==> src/rtl/dma_regfile_pkg.sv <==
// Shared definitions for the multi-channel DMA register file.
//   - Byte offsets of the per-channel registers inside a 32-byte channel window.
//   - Bit positions of the CMD register fields.
//   - APB phase FSM encoding.
//   - is_protected(): registers that may not be written while the channel is busy.
package dma_regfile_pkg;

  localparam logic [4:0] OFF_RD_START = 5'h00;
  localparam logic [4:0] OFF_WR_START = 5'h04;
  localparam logic [4:0] OFF_BUF_SIZE = 5'h08;
  localparam logic [4:0] OFF_CMD      = 5'h0C;
  localparam logic [4:0] OFF_START    = 5'h10;
  localparam logic [4:0] OFF_STATUS   = 5'h14;
  localparam logic [4:0] OFF_INT_STAT = 5'h18;
  localparam logic [4:0] OFF_INT_EN   = 5'h1C;

  localparam int CMD_SET_INT_BIT = 0;
  localparam int CMD_LAST_BIT    = 1;
  localparam int CMD_NEXT_LSB    = 4;

  typedef enum logic [1:0] {
    ST_IDLE   = 2'd0,
    ST_SETUP  = 2'd1,
    ST_ACCESS = 2'd2
  } apb_state_t;

  function automatic logic is_protected(input logic [4:0] off);
    return off inside {OFF_RD_START, OFF_WR_START, OFF_BUF_SIZE, OFF_CMD, OFF_START};
  endfunction

endpackage

==> src/rtl/dma_regfile_mc_if.sv <==
// APB bus bundle for dma_regfile_mc.
//   master: drives pclken, psel, penable, paddr, pwrite, pwdata.
//   slave : drives prdata, pslverr, pready.
// Handshake: a transfer is one SETUP cycle (psel & !penable) followed by one
// ACCESS cycle (psel & penable); the slave holds pready = 1 throughout ACCESS,
// so every ACCESS completes in one pclken-qualified cycle. All phases only
// advance on clk edges where pclken = 1.
interface dma_regfile_mc_if #(
  parameter int ADDR_BITS = 16
) ();
  logic                 pclken;
  logic                 psel;
  logic                 penable;
  logic [ADDR_BITS-1:0] paddr;
  logic                 pwrite;
  logic [31:0]          pwdata;
  logic [31:0]          prdata;
  logic                 pslverr;
  logic                 pready;

  modport master (
    output pclken, psel, penable, paddr, pwrite, pwdata,
    input  prdata, pslverr, pready
  );

  modport slave (
    input  pclken, psel, penable, paddr, pwrite, pwdata,
    output prdata, pslverr, pready
  );
endinterface

==> src/rtl/dma_ch_regs.sv <==
// One DMA channel's register set.
//   we        : write commit for this channel (already error-filtered by the top)
//   reg_off   : byte offset of the addressed register
//   wdata     : write data
//   busy      : channel engine active; blocks descriptor/START writes
//   int_event : one-cycle completion event
//   buf_cnt / int_cnt : live engine counters, shown in STATUS
//   rdata     : combinational read data for reg_off
//   rd_start, wr_start, buf_size, set_int, cmd_last, next_addr : descriptor
//   start_pulse : one-cycle pulse after a START commit
//   int_req   : pending & enable
module dma_ch_regs
  import dma_regfile_pkg::*;
#(
  parameter int CNT_BITS = 16
) (
  input  logic                clk,
  input  logic                reset,
  input  logic                we,
  input  logic [4:0]          reg_off,
  input  logic [31:0]         wdata,
  input  logic                busy,
  input  logic                int_event,
  input  logic [CNT_BITS-1:0] buf_cnt,
  input  logic [CNT_BITS-1:0] int_cnt,
  output logic [31:0]         rdata,
  output logic [31:0]         rd_start,
  output logic [31:0]         wr_start,
  output logic [31:0]         buf_size,
  output logic                set_int,
  output logic                cmd_last,
  output logic [27:0]         next_addr,
  output logic                start_pulse,
  output logic                int_req
);

  logic pending;
  logic int_en;
  logic we_ok;

  // Second guard on busy: covers busy rising between SETUP and the commit.
  assign we_ok = we && !(busy && is_protected(reg_off));

  always_ff @(posedge clk) begin
    if (reset) begin
      rd_start    <= '0;
      wr_start    <= '0;
      buf_size    <= '0;
      set_int     <= 1'b0;
      cmd_last    <= 1'b0;
      next_addr   <= '0;
      start_pulse <= 1'b0;
      int_en      <= 1'b0;
      pending     <= 1'b0;
    end else begin
      start_pulse <= 1'b0;
      if (we_ok) begin
        case (reg_off)
          OFF_RD_START: rd_start <= wdata;
          OFF_WR_START: wr_start <= wdata;
          OFF_BUF_SIZE: buf_size <= wdata;
          OFF_CMD: begin
            set_int   <= wdata[CMD_SET_INT_BIT];
            cmd_last  <= wdata[CMD_LAST_BIT];
            next_addr <= wdata[31:CMD_NEXT_LSB];
          end
          OFF_START:  start_pulse <= wdata[0];
          OFF_INT_EN: int_en      <= wdata[0];
          default: ;
        endcase
      end
      // A completion event beats a simultaneous W1C clear.
      if (int_event && set_int) begin
        pending <= 1'b1;
      end else if (we_ok && reg_off == OFF_INT_STAT && wdata[0]) begin
        pending <= 1'b0;
      end
    end
  end

  always_comb begin
    rdata = '0;
    case (reg_off)
      OFF_RD_START: rdata = rd_start;
      OFF_WR_START: rdata = wr_start;
      OFF_BUF_SIZE: rdata = buf_size;
      OFF_CMD:      rdata = {next_addr, 2'b00, cmd_last, set_int};
      OFF_STATUS:   rdata = {16'(int_cnt), 16'(buf_cnt)};
      OFF_INT_STAT: rdata = {31'd0, pending};
      OFF_INT_EN:   rdata = {31'd0, int_en};
      default:      rdata = '0;
    endcase
  end

  assign int_req = pending & int_en;

endmodule

==> src/rtl/dma_regfile_mc.sv <==
// Multi-channel DMA register file with an APB slave port.
//   clk, reset    : clock, synchronous active-high reset
//   apb           : APB slave bundle (pclken-qualified)
//   buffer_count, int_count : per-channel engine counters (CNT_BITS each)
//   ch_busy, ch_int_event   : per-channel engine status / completion event
//   rd_start_addr, wr_start_addr, buffer_size, set_int, cmd_last, next_addr :
//                   per-channel descriptors
//   wr_ch_start   : per-channel one-cycle start pulse
//   irq           : registered OR of pending & enable
//   apb_state     : current APB phase FSM state
// Address map: paddr[7:5] = channel, paddr[4:2] = register, upper bits must be 0.
module dma_regfile_mc
  import dma_regfile_pkg::*;
#(
  parameter int ADDR_BITS = 16,
  parameter int NUM_CH    = 4,
  parameter int CNT_BITS  = 16
) (
  input  logic                       clk,
  input  logic                       reset,
  dma_regfile_mc_if.slave            apb,
  input  logic [NUM_CH*CNT_BITS-1:0] buffer_count,
  input  logic [NUM_CH*CNT_BITS-1:0] int_count,
  input  logic [NUM_CH-1:0]          ch_busy,
  input  logic [NUM_CH-1:0]          ch_int_event,
  output logic [NUM_CH*32-1:0]       rd_start_addr,
  output logic [NUM_CH*32-1:0]       wr_start_addr,
  output logic [NUM_CH*32-1:0]       buffer_size,
  output logic [NUM_CH-1:0]          set_int,
  output logic [NUM_CH-1:0]          cmd_last,
  output logic [NUM_CH*28-1:0]       next_addr,
  output logic [NUM_CH-1:0]          wr_ch_start,
  output logic                       irq,
  output apb_state_t                 apb_state
);

  apb_state_t  state, state_next;
  logic [2:0]  ch;
  logic [4:0]  reg_off;
  logic [7:0]  busy_ext;
  logic        dec_err;
  logic        commit;
  logic [31:0] rd_mux;
  logic [31:0] ch_rdata [NUM_CH];
  logic [NUM_CH-1:0] int_req;
  logic        unused_paddr_lsb;

  assign ch               = apb.paddr[7:5];
  assign reg_off          = {apb.paddr[4:2], 2'b00};
  assign busy_ext         = 8'(ch_busy);
  assign unused_paddr_lsb = ^apb.paddr[1:0];

  assign dec_err = (|apb.paddr[ADDR_BITS-1:8])
                || (int'(ch) >= NUM_CH)
                || (apb.pwrite && reg_off == OFF_STATUS)
                || (apb.pwrite && busy_ext[ch] && is_protected(reg_off));

  // pslverr was evaluated during SETUP; a flagged transfer changes nothing.
  assign commit = (state == ST_ACCESS) && apb.pclken && apb.pwrite && !apb.pslverr;

  always_ff @(posedge clk) begin
    if (reset) state <= ST_IDLE;
    else       state <= state_next;
  end

  always_comb begin
    state_next = state;
    if (apb.pclken) begin
      unique case (state)
        ST_IDLE:   if (apb.psel && !apb.penable) state_next = ST_SETUP;
        ST_SETUP: begin
          if (apb.psel && apb.penable) state_next = ST_ACCESS;
          else if (apb.psel)           state_next = ST_SETUP;
          else                         state_next = ST_IDLE;
        end
        ST_ACCESS: state_next = (apb.psel && !apb.penable) ? ST_SETUP : ST_IDLE;
        default:   state_next = ST_IDLE;
      endcase
    end
  end

  assign apb_state = state;
  assign apb.pready = (state == ST_ACCESS);

  // pslverr is also raised for psel & penable seen in IDLE (no SETUP phase);
  // that response shows in the cycle after the stray access while the FSM
  // stays IDLE.
  always_ff @(posedge clk) begin
    if (reset) begin
      apb.pslverr <= 1'b0;
      apb.prdata  <= '0;
    end else if (apb.pclken) begin
      unique case (state)
        ST_IDLE:  apb.pslverr <= apb.psel && apb.penable;
        ST_SETUP: begin
          apb.pslverr <= apb.psel && apb.penable && dec_err;
          if (apb.psel && apb.penable)
            apb.prdata <= (!apb.pwrite && !dec_err) ? rd_mux : 32'd0;
        end
        default:  apb.pslverr <= 1'b0;
      endcase
    end
  end

  always_comb begin
    rd_mux = '0;
    for (int c = 0; c < NUM_CH; c++) begin
      if (int'(ch) == c) rd_mux = ch_rdata[c];
    end
  end

  for (genvar c = 0; c < NUM_CH; c++) begin : g_ch
    dma_ch_regs #(.CNT_BITS(CNT_BITS)) u_ch (
      .clk         (clk),
      .reset       (reset),
      .we          (commit && int'(ch) == c),
      .reg_off     (reg_off),
      .wdata       (apb.pwdata),
      .busy        (ch_busy[c]),
      .int_event   (ch_int_event[c]),
      .buf_cnt     (buffer_count[c*CNT_BITS +: CNT_BITS]),
      .int_cnt     (int_count[c*CNT_BITS +: CNT_BITS]),
      .rdata       (ch_rdata[c]),
      .rd_start    (rd_start_addr[c*32 +: 32]),
      .wr_start    (wr_start_addr[c*32 +: 32]),
      .buf_size    (buffer_size[c*32 +: 32]),
      .set_int     (set_int[c]),
      .cmd_last    (cmd_last[c]),
      .next_addr   (next_addr[c*28 +: 28]),
      .start_pulse (wr_ch_start[c]),
      .int_req     (int_req[c])
    );
  end

  always_ff @(posedge clk) begin
    if (reset) irq <= 1'b0;
    else       irq <= |int_req;
  end

endmodule
==> src/flat_wrapper.sv <==
// flat-port wrapper written by rule: the top's interface ports become plain ports
module dma_regfile_mc_flat import dma_regfile_pkg::*;
#(
  parameter int ADDR_BITS = 16,
  parameter int NUM_CH    = 4,
  parameter int CNT_BITS  = 16
)
  (clk, reset, buffer_count, int_count, ch_busy, ch_int_event, rd_start_addr, wr_start_addr, buffer_size, set_int, cmd_last, next_addr, wr_ch_start, irq, apb_state, apb_pclken, apb_psel, apb_penable, apb_paddr, apb_pwrite, apb_pwdata, apb_prdata, apb_pslverr, apb_pready);
  dma_regfile_mc_if #(.ADDR_BITS(ADDR_BITS)) apb_i ();
  input  logic clk;
  input  logic reset;
  input  logic [NUM_CH*CNT_BITS-1:0] buffer_count;
  input  logic [NUM_CH*CNT_BITS-1:0] int_count;
  input  logic [NUM_CH-1:0] ch_busy;
  input  logic [NUM_CH-1:0] ch_int_event;
  output logic [NUM_CH*32-1:0] rd_start_addr;
  output logic [NUM_CH*32-1:0] wr_start_addr;
  output logic [NUM_CH*32-1:0] buffer_size;
  output logic [NUM_CH-1:0] set_int;
  output logic [NUM_CH-1:0] cmd_last;
  output logic [NUM_CH*28-1:0] next_addr;
  output logic [NUM_CH-1:0] wr_ch_start;
  output logic irq;
  output apb_state_t apb_state;
  input wire logic [$bits(apb_i.pclken)-1:0] apb_pclken;
  input wire logic [$bits(apb_i.psel)-1:0] apb_psel;
  input wire logic [$bits(apb_i.penable)-1:0] apb_penable;
  input wire logic [$bits(apb_i.paddr)-1:0] apb_paddr;
  input wire logic [$bits(apb_i.pwrite)-1:0] apb_pwrite;
  input wire logic [$bits(apb_i.pwdata)-1:0] apb_pwdata;
  output wire logic [$bits(apb_i.prdata)-1:0] apb_prdata;
  output wire logic [$bits(apb_i.pslverr)-1:0] apb_pslverr;
  output wire logic [$bits(apb_i.pready)-1:0] apb_pready;
  assign apb_i.pclken = apb_pclken;
  assign apb_i.psel = apb_psel;
  assign apb_i.penable = apb_penable;
  assign apb_i.paddr = apb_paddr;
  assign apb_i.pwrite = apb_pwrite;
  assign apb_i.pwdata = apb_pwdata;
  assign apb_prdata = apb_i.prdata;
  assign apb_pslverr = apb_i.pslverr;
  assign apb_pready = apb_i.pready;
  dma_regfile_mc #(.ADDR_BITS(ADDR_BITS), .NUM_CH(NUM_CH), .CNT_BITS(CNT_BITS)) u_core (.clk(clk), .reset(reset), .apb(apb_i), .buffer_count(buffer_count), .int_count(int_count), .ch_busy(ch_busy), .ch_int_event(ch_int_event), .rd_start_addr(rd_start_addr), .wr_start_addr(wr_start_addr), .buffer_size(buffer_size), .set_int(set_int), .cmd_last(cmd_last), .next_addr(next_addr), .wr_ch_start(wr_ch_start), .irq(irq), .apb_state(apb_state));
endmodule
==> config.mk <==
export PLATFORM = sky130hd
export DESIGN_NAME = dma_regfile_mc_flat
export DESIGN_NICKNAME = d
export VERILOG_FILES = /design/src/rtl/dma_regfile_pkg.sv /design/src/rtl/dma_regfile_mc_if.sv /design/src/rtl/dma_ch_regs.sv /design/src/rtl/dma_regfile_mc.sv /design/src/flat_wrapper.sv
export SDC_FILE = /design/constraint.sdc
export NUM_CORES = 1
export LEC_CHECK = 0
export CAP_MARGIN = 10
export CORE_AREA = 2 2 286 288
export CTS_BUF_LIST = sky130_fd_sc_hd__clkbuf_4 sky130_fd_sc_hd__clkbuf_8
export CTS_CLUSTER_SIZE = 12
export DETAILED_ROUTE_END_ITERATION = 6
export DIE_AREA = 0 0 288 290
export GPL_TIMING_DRIVEN = 0
export SYNTH_ARGS = -nofsm -noshare
export SYNTH_HDL_FRONTEND = slang
export SYNTH_SLANG_ARGS = --single-unit
==> constraint.sdc <==
create_clock -name clk -period 2.01 [get_ports clk]
set_input_delay 0.201 -clock clk [delete_from_list [all_inputs] [get_ports clk]]
set_output_delay 0.201 -clock clk [all_outputs]
set_load 0.03 [all_outputs]
**Yosys cells after proc, flatten, opt, wreduce, memory -nomap -nowiden**

Index checks and enable logic that the tools add are counted.
Widths: inputs -> output; s select.

- Register bits after elaboration: 552
- Input bits: 190
- Output and inout bits: 545
- Word-level logic and storage cells: 170

- Bitwise logic cells: 8
- Muxes and demuxes: 26
- Magnitude comparators: 2
- Equality and inequality tests: 13
- Reductions and logical operators: 81

Operators by type and width:

| kind | count |
|---|---|
| $pmux 32 s7 | 4 |
| $mux 32 | 5 |
| $reduce_and 2->1 | 21 |
| $logic_and 1x1->1 | 34 |
| $eq 3x3->1 const B | 6 |
| $mux 1 | 12 |
| $eq 3x2->1 const B | 3 |
| $logic_not 1->1 | 8 |
| $reduce_bool 2->1 | 4 |
| $reduce_or 2->1 | 4 |
| $reduce_or 8->1 | 1 |
| $pmux 2 s3 | 1 |
| $logic_not 5->1 | 1 |
| $reduce_bool 5->1 | 1 |
| $and 1x1->1 | 4 |
| $lt 3x4->1 const B | 1 |
| $mux 2 | 2 |
| $not 1->1 | 4 |
| $reduce_or 4->1 | 1 |
| $bmux 1 s3 | 1 |
| $eq 3x1->1 const B | 1 |
| $ge 3x3->1 const B | 1 |
| $logic_not 3->1 | 1 |
| $logic_or 1x1->1 | 3 |
| 6 further kinds | 6 |

**Logic depth before layout (Yosys ltp)**

- Word-level depth: 10
- Gate-level depth with buffers: 9
- Gate-level depth less buffers: 5

**By module**

Synthesis repeated with hierarchy kept, for this count alone.

- Cell total of the unflattened synthesis: 2752
- Area total of the unflattened synthesis: 27762.9 um2

By module, submodules not included:

| module | area each (um2) | sequential area each (um2) | cells an instance | instances |
|---|---|---|---|---|
| dma_ch_regs | 6416.2 | 2582.5 | 624 | 4 |
| dma_regfile_mc | 2098.3 | 720.7 | 256 | 1 |

**Least setup slack after synthesis**

OpenSTA, ideal clock, no wires.

- Path type: register to register
- Start: register u_core.state[1], in the netlist u_core.apb_state[1]
- End: register u_core.g_ch[0].u_ch.buf_size[11]
- Slack: -0.021 ns
- Required time: 1.882 ns
- Stages on the path, launching flop included: 7
- Library setup time: 0.128 ns
- Buffers on the path: 1
- Period minus slack after synthesis: 2.031 ns
- Arrival time: 1.904 ns
- Path through: dfxtp_1 -> and4bb_2 -> o211ai_2 -> nor4_4 -> buf_6 -> mux2i_1 -> nor2_1

- Longest elaborated chain between the ends: 7

RTL lines:

| what | RTL line | RTL |
|---|---|---|
| from (decl) | dma_regfile_mc.sv:37 | `apb_state_t state, state_next;` |
| from (signal assigned) | dma_regfile_mc.sv:63 | `else state <= state_next;` |
| $eq 2x2->1 | dma_regfile_mc.sv:59 | `assign commit = (state == ST_ACCESS) && apb.pclken && apb.pwrite && !apb.pslverr;` |
| $logic_and 1x1->1 (3 in a row) | dma_regfile_mc.sv:59 |  |
| $logic_and 1x1->1 | dma_regfile_mc.sv:116 | `.we (commit && int'(ch) == c),` |
| $logic_and 1x1->1 | dma_ch_regs.sv:42 | `assign we_ok = we && !(busy && is_protected(reg_off));` |
| $reduce_and 2->1 (no source line) | -- |  |
| to (signal assigned) | dma_ch_regs.sv:61 | `OFF_BUF_SIZE: buf_size <= wdata;` |
| to (decl) | dma_ch_regs.sv:29 | `output logic [31:0] buf_size,` |

Every way passes these cells.
A chain may end at the register's enable or synchronous reset.

**Worst setup path after layout**

- Start: register u_core.apb.pslverr
- End: register u_core.g_ch[0].u_ch.wr_start[19]

- Longest elaborated chain between the ends: 5

RTL lines:

| what | RTL line | RTL |
|---|---|---|
| from (decl) | dma_regfile_mc_if.sv:28 | `output prdata, pslverr, pready` |
| from (signal assigned) | dma_regfile_mc.sv:94 | `ST_IDLE: apb.pslverr <= apb.psel && apb.penable;` |
| from (signal assigned) | dma_regfile_mc.sv:96 | `apb.pslverr <= apb.psel && apb.penable && dec_err;` |
| $logic_not 1->1 | dma_regfile_mc.sv:59 |  |
| $logic_and 1x1->1 | dma_regfile_mc.sv:59 |  |
| $logic_and 1x1->1 | dma_regfile_mc.sv:116 |  |
| $logic_and 1x1->1 | dma_ch_regs.sv:42 |  |
| $reduce_and 2->1 (no source line) | -- |  |
| to (signal assigned) | dma_ch_regs.sv:60 | `OFF_WR_START: wr_start <= wdata;` |
| to (decl) | dma_ch_regs.sv:28 | `output logic [31:0] wr_start,` |

Every way passes these cells.

==> results.sh <==
export IMPL_status="finished, violations left"
export IMPL_violations="design-rule violations, negative setup slack"
export IMPL_synthToLayoutAreaGrowth_pct=46.5
export IMPL_htree_levels=3
export IMPL_hold_start="apb_psel"
export IMPL_netlist_instances=2761
export IMPL_num_vias=28300
export IMPL_clk_latency_ns=0.76
export IMPL_synth_ff_type="dfxtp_1"
export IMPL_hpwl_microns=132000
export IMPL_cts_hold_fix_buffers=0
export IMPL_grt_overflow=0
export IMPL_grt_max_degree=15
export IMPL_min_period_over_period_pct=104
export IMPL_worst_slack_ns=-0.0809
export IMPL_io_pins=735
export IMPL_die_x_microns=288
export IMPL_drc_errors=1
export IMPL_cp_required_ns=2.62
export IMPL_grt_pass1_wl_microns=231000
export IMPL_clkTransAtPathRegs_ns=0.07
export IMPL_cp_startpoint="u_core.apb.pslverr"
export IMPL_vdd_drop_max_mv=0.408
export IMPL_worst_path_max_fanout=5
export IMPL_syn_area_sq_um=25800
export IMPL_synth_warning_count=0
export IMPL_setup_tns_final_ns=-2.45
export IMPL_critPathLaunchType="flip-flop"
export IMPL_p_leak_nw=16.7
export IMPL_drtPass1Iterations=7
export IMPL_holdWs_ns=0.0645
export IMPL_arrival_ns=2.70
export IMPL_grt_setup_unrepaired="yes"
export IMPL_synth_seq_cells=552
export IMPL_numPortBuffers=731
export IMPL_hold_class="in2reg"
export IMPL_async_flop_share_pct=0
export IMPL_yosys_cell_types_count=76
export IMPL_synth_nets=2951
export IMPL_cts_root_buf="clkbuf_8"
export IMPL_ant_nets=0
export IMPL_worst_clock_skew_ns=0.0455
export IMPL_gp_congestion=0.967
export IMPL_setup_violations=67
export IMPL_fmax_mhz=478
export IMPL_dp_cells=4554
export IMPL_clock_path_buffers=3
export IMPL_synth_edf_count=0
export IMPL_critPathCaptureType="flip-flop"
export IMPL_viasPerCell=5.91
export IMPL_core_sq_um=80200
export IMPL_grt_usage_pct=40.2
export IMPL_finalHoldViolCount=0
export IMPL_fp_row_count=104
export IMPL_slew_headroom_pct=15.1
export IMPL_slew_viol_final=0
export IMPL_worst_pin_slew_ns=1.27
export IMPL_dieArea_sq_um=83500
export IMPL_seq_area_frac_synth_pct=42.8
export IMPL_crit_type="reg2reg"
export IMPL_stdcell_count=4790
export IMPL_start_util_pct=32.2
export IMPL_die_h_microns=290
export IMPL_routed_wl_microns=176000
export IMPL_powerDensity_nw_per_um2=663
export IMPL_grt_antenna_before_repair=20
export IMPL_clock_sinks=552
export IMPL_grt_pass1_vias=26400
export IMPL_max_cap_violations=0
export IMPL_numCtsBuffers=98
export IMPL_p_total_mw=25.1
export IMPL_rr_startpoint="u_core.apb.pslverr"
export IMPL_routedWlPerCell_microns=36.8
export IMPL_nets=3833
export IMPL_final_layout_size_suffix_gt1_share_pct=15.8
export IMPL_syn_avg_cell_area_sq_um=9.35
export IMPL_drt_iter0_drc=3636
export IMPL_cts_tree="done"
export IMPL_period_needed_ns=2.09
-- critical path, stage by stage (launching register included) --
cell and delay [ns]:
dfxtp_2 0.33, and4bb_4 0.38, o211ai_4 0.19, buf_6 0.21
nor3_4 0.18, buf_6 0.22, clkbuf_16 0.17, mux2i_1 0.19
nor2_1 0.06
-- logic make-up after synthesis --
| logic type | Yosys count | synth area share [%] |
|---|---|---|
| and+or+nand+nor | 821 | 13.4 |
| AOI/OAI and AO/OA | 522 | 13.9 |
| buffers and inverters | 286 | 5.99 |
| muxes | 580 | 23.9 |
| DFF | 552 | 42.8 |
-- cells in the mapped netlist (all sizes together) (15+ instances only) --
cell     count  share of area (%)
mux2i      495                 19
nor2       412                6.0
o21ai       73                1.4
buf        155                4.1
dfxtp      552                 43
nor3        22               0.66
o2bb2ai     42                1.4
mux2        62                2.7
mux4        23                2.0
a21oi      171                3.4
nand2      323                4.7
nand3       16               0.37
a22oi       83                2.6
o221ai      15               0.51
a221oi      44                1.5
clkbuf     123                1.8
-- stage by stage --
stage | area (sq um) | setup WS, ns | util [%]
floorplan | 25800 | 0.00395 | -
global placement | 34500 | -2.00 | 43.0
detailed placement | 34500 | -2.03 | 43.0
CTS | 37100 | -0.0529 | 46.3
global route | 37800 | -0.115 | 47.2
finish | 37800 | -0.0809 | 47.2
-- what timing repair did --
| item | in CTS | in global routing |
|---|---|---|
| cloned | 3 | 12 |
| endpoints found under the setup margin | 1013 | 482 |
| buffers inserted | 31 | 10 |
| gates resized for setup | 722 | 106 |
| pin swaps | 15 | 16 |
-- report_power, final --
part	leakage (nW)	total [mW]	internal [mW]	switching, mW
registers	4.45	10.9	10.9	0.00184
clock network	1.11	11.5	6.21	5.30
logic	11.2	2.64	0.770	1.87
total	16.7	25.1	17.9	7.17
-- path summary, 6_finish.rpt --
check | cells after the start | slack, ns | endpoint
worst min register to register | 2 | 0.46 | u_core.apb.prdata[2]
worst max-delay path | 8 | -0.08 | u_core.g_ch[0].u_ch.wr_start[19]
worst min-delay path | 3 | 0.06 | u_core.apb_state[0]
worst max register to register | 8 | -0.08 | u_core.g_ch[0].u_ch.wr_start[19]
-- layout by cell type (no fill, tap or decap), drive strengths merged, types with 11 or more instances in the layout --
cell,Yosys,routed
mux2,62,62
buf,155,193
nand3,16,16
nor3,22,22
nor2,412,412
mux4,23,23
o2bb2ai,42,42
a221oi,44,44
clkdlybuf4s50,0,239
o221ai,15,15
diode,0,14
a21oi,171,171
nand2,323,323
a22oi,83,83
clkinv,1,15
mux2i,495,495
o22ai,13,13
dlymetal6s2s,0,20
a311oi,12,12
inv,7,11
clkbuf,123,288
o21ai,73,73
dfxtp,552,552
dlygate4sd2,0,468
-- state kept, by name, indices dropped and copies added (netlist names) --
name	flops
u_core.g_ch.u_ch.int_en	4
u_core.g_ch.u_ch.buf_size	128
u_core.g_ch.u_ch.pending	4
u_core.apb.pslverr	1
u_core.g_ch.u_ch.next_addr	112
u_core.g_ch.u_ch.rd_start	128
u_core.irq	1
u_core.g_ch.u_ch.start_pulse	4
u_core.g_ch.u_ch.cmd_last	4
u_core.g_ch.u_ch.set_int	4
u_core.apb.prdata	32
u_core.apb_state	2
u_core.g_ch.u_ch.wr_start	128
-- metal layers --
layer / wire (microns) / vias to the layer above / GRT usage [%]
li1: - / 11600 / -
met1: 65100 / 14000 / 48.8
met2: 77200 / 2192 / 61.6
met3: 21900 / 553 / 13.9
met4: 11700 / 16 / 23.3
met5: 94 / - / 0
-- layout make-up --
cell class | instances | area (sq um)
clock buffer | 153 | 1880
multi-input combinational | 1923 | 13600
buffer | 271 | 2150
inverter | 8 | 30.0
fill | 7925 | 42300
tap | 1060 | 1330
antenna | 14 | 35.0
sequential | 552 | 11100
clock inverter | 20 | 188
timing repair buffer | 789 | 7600
Power figures use the tool's default switching activity.
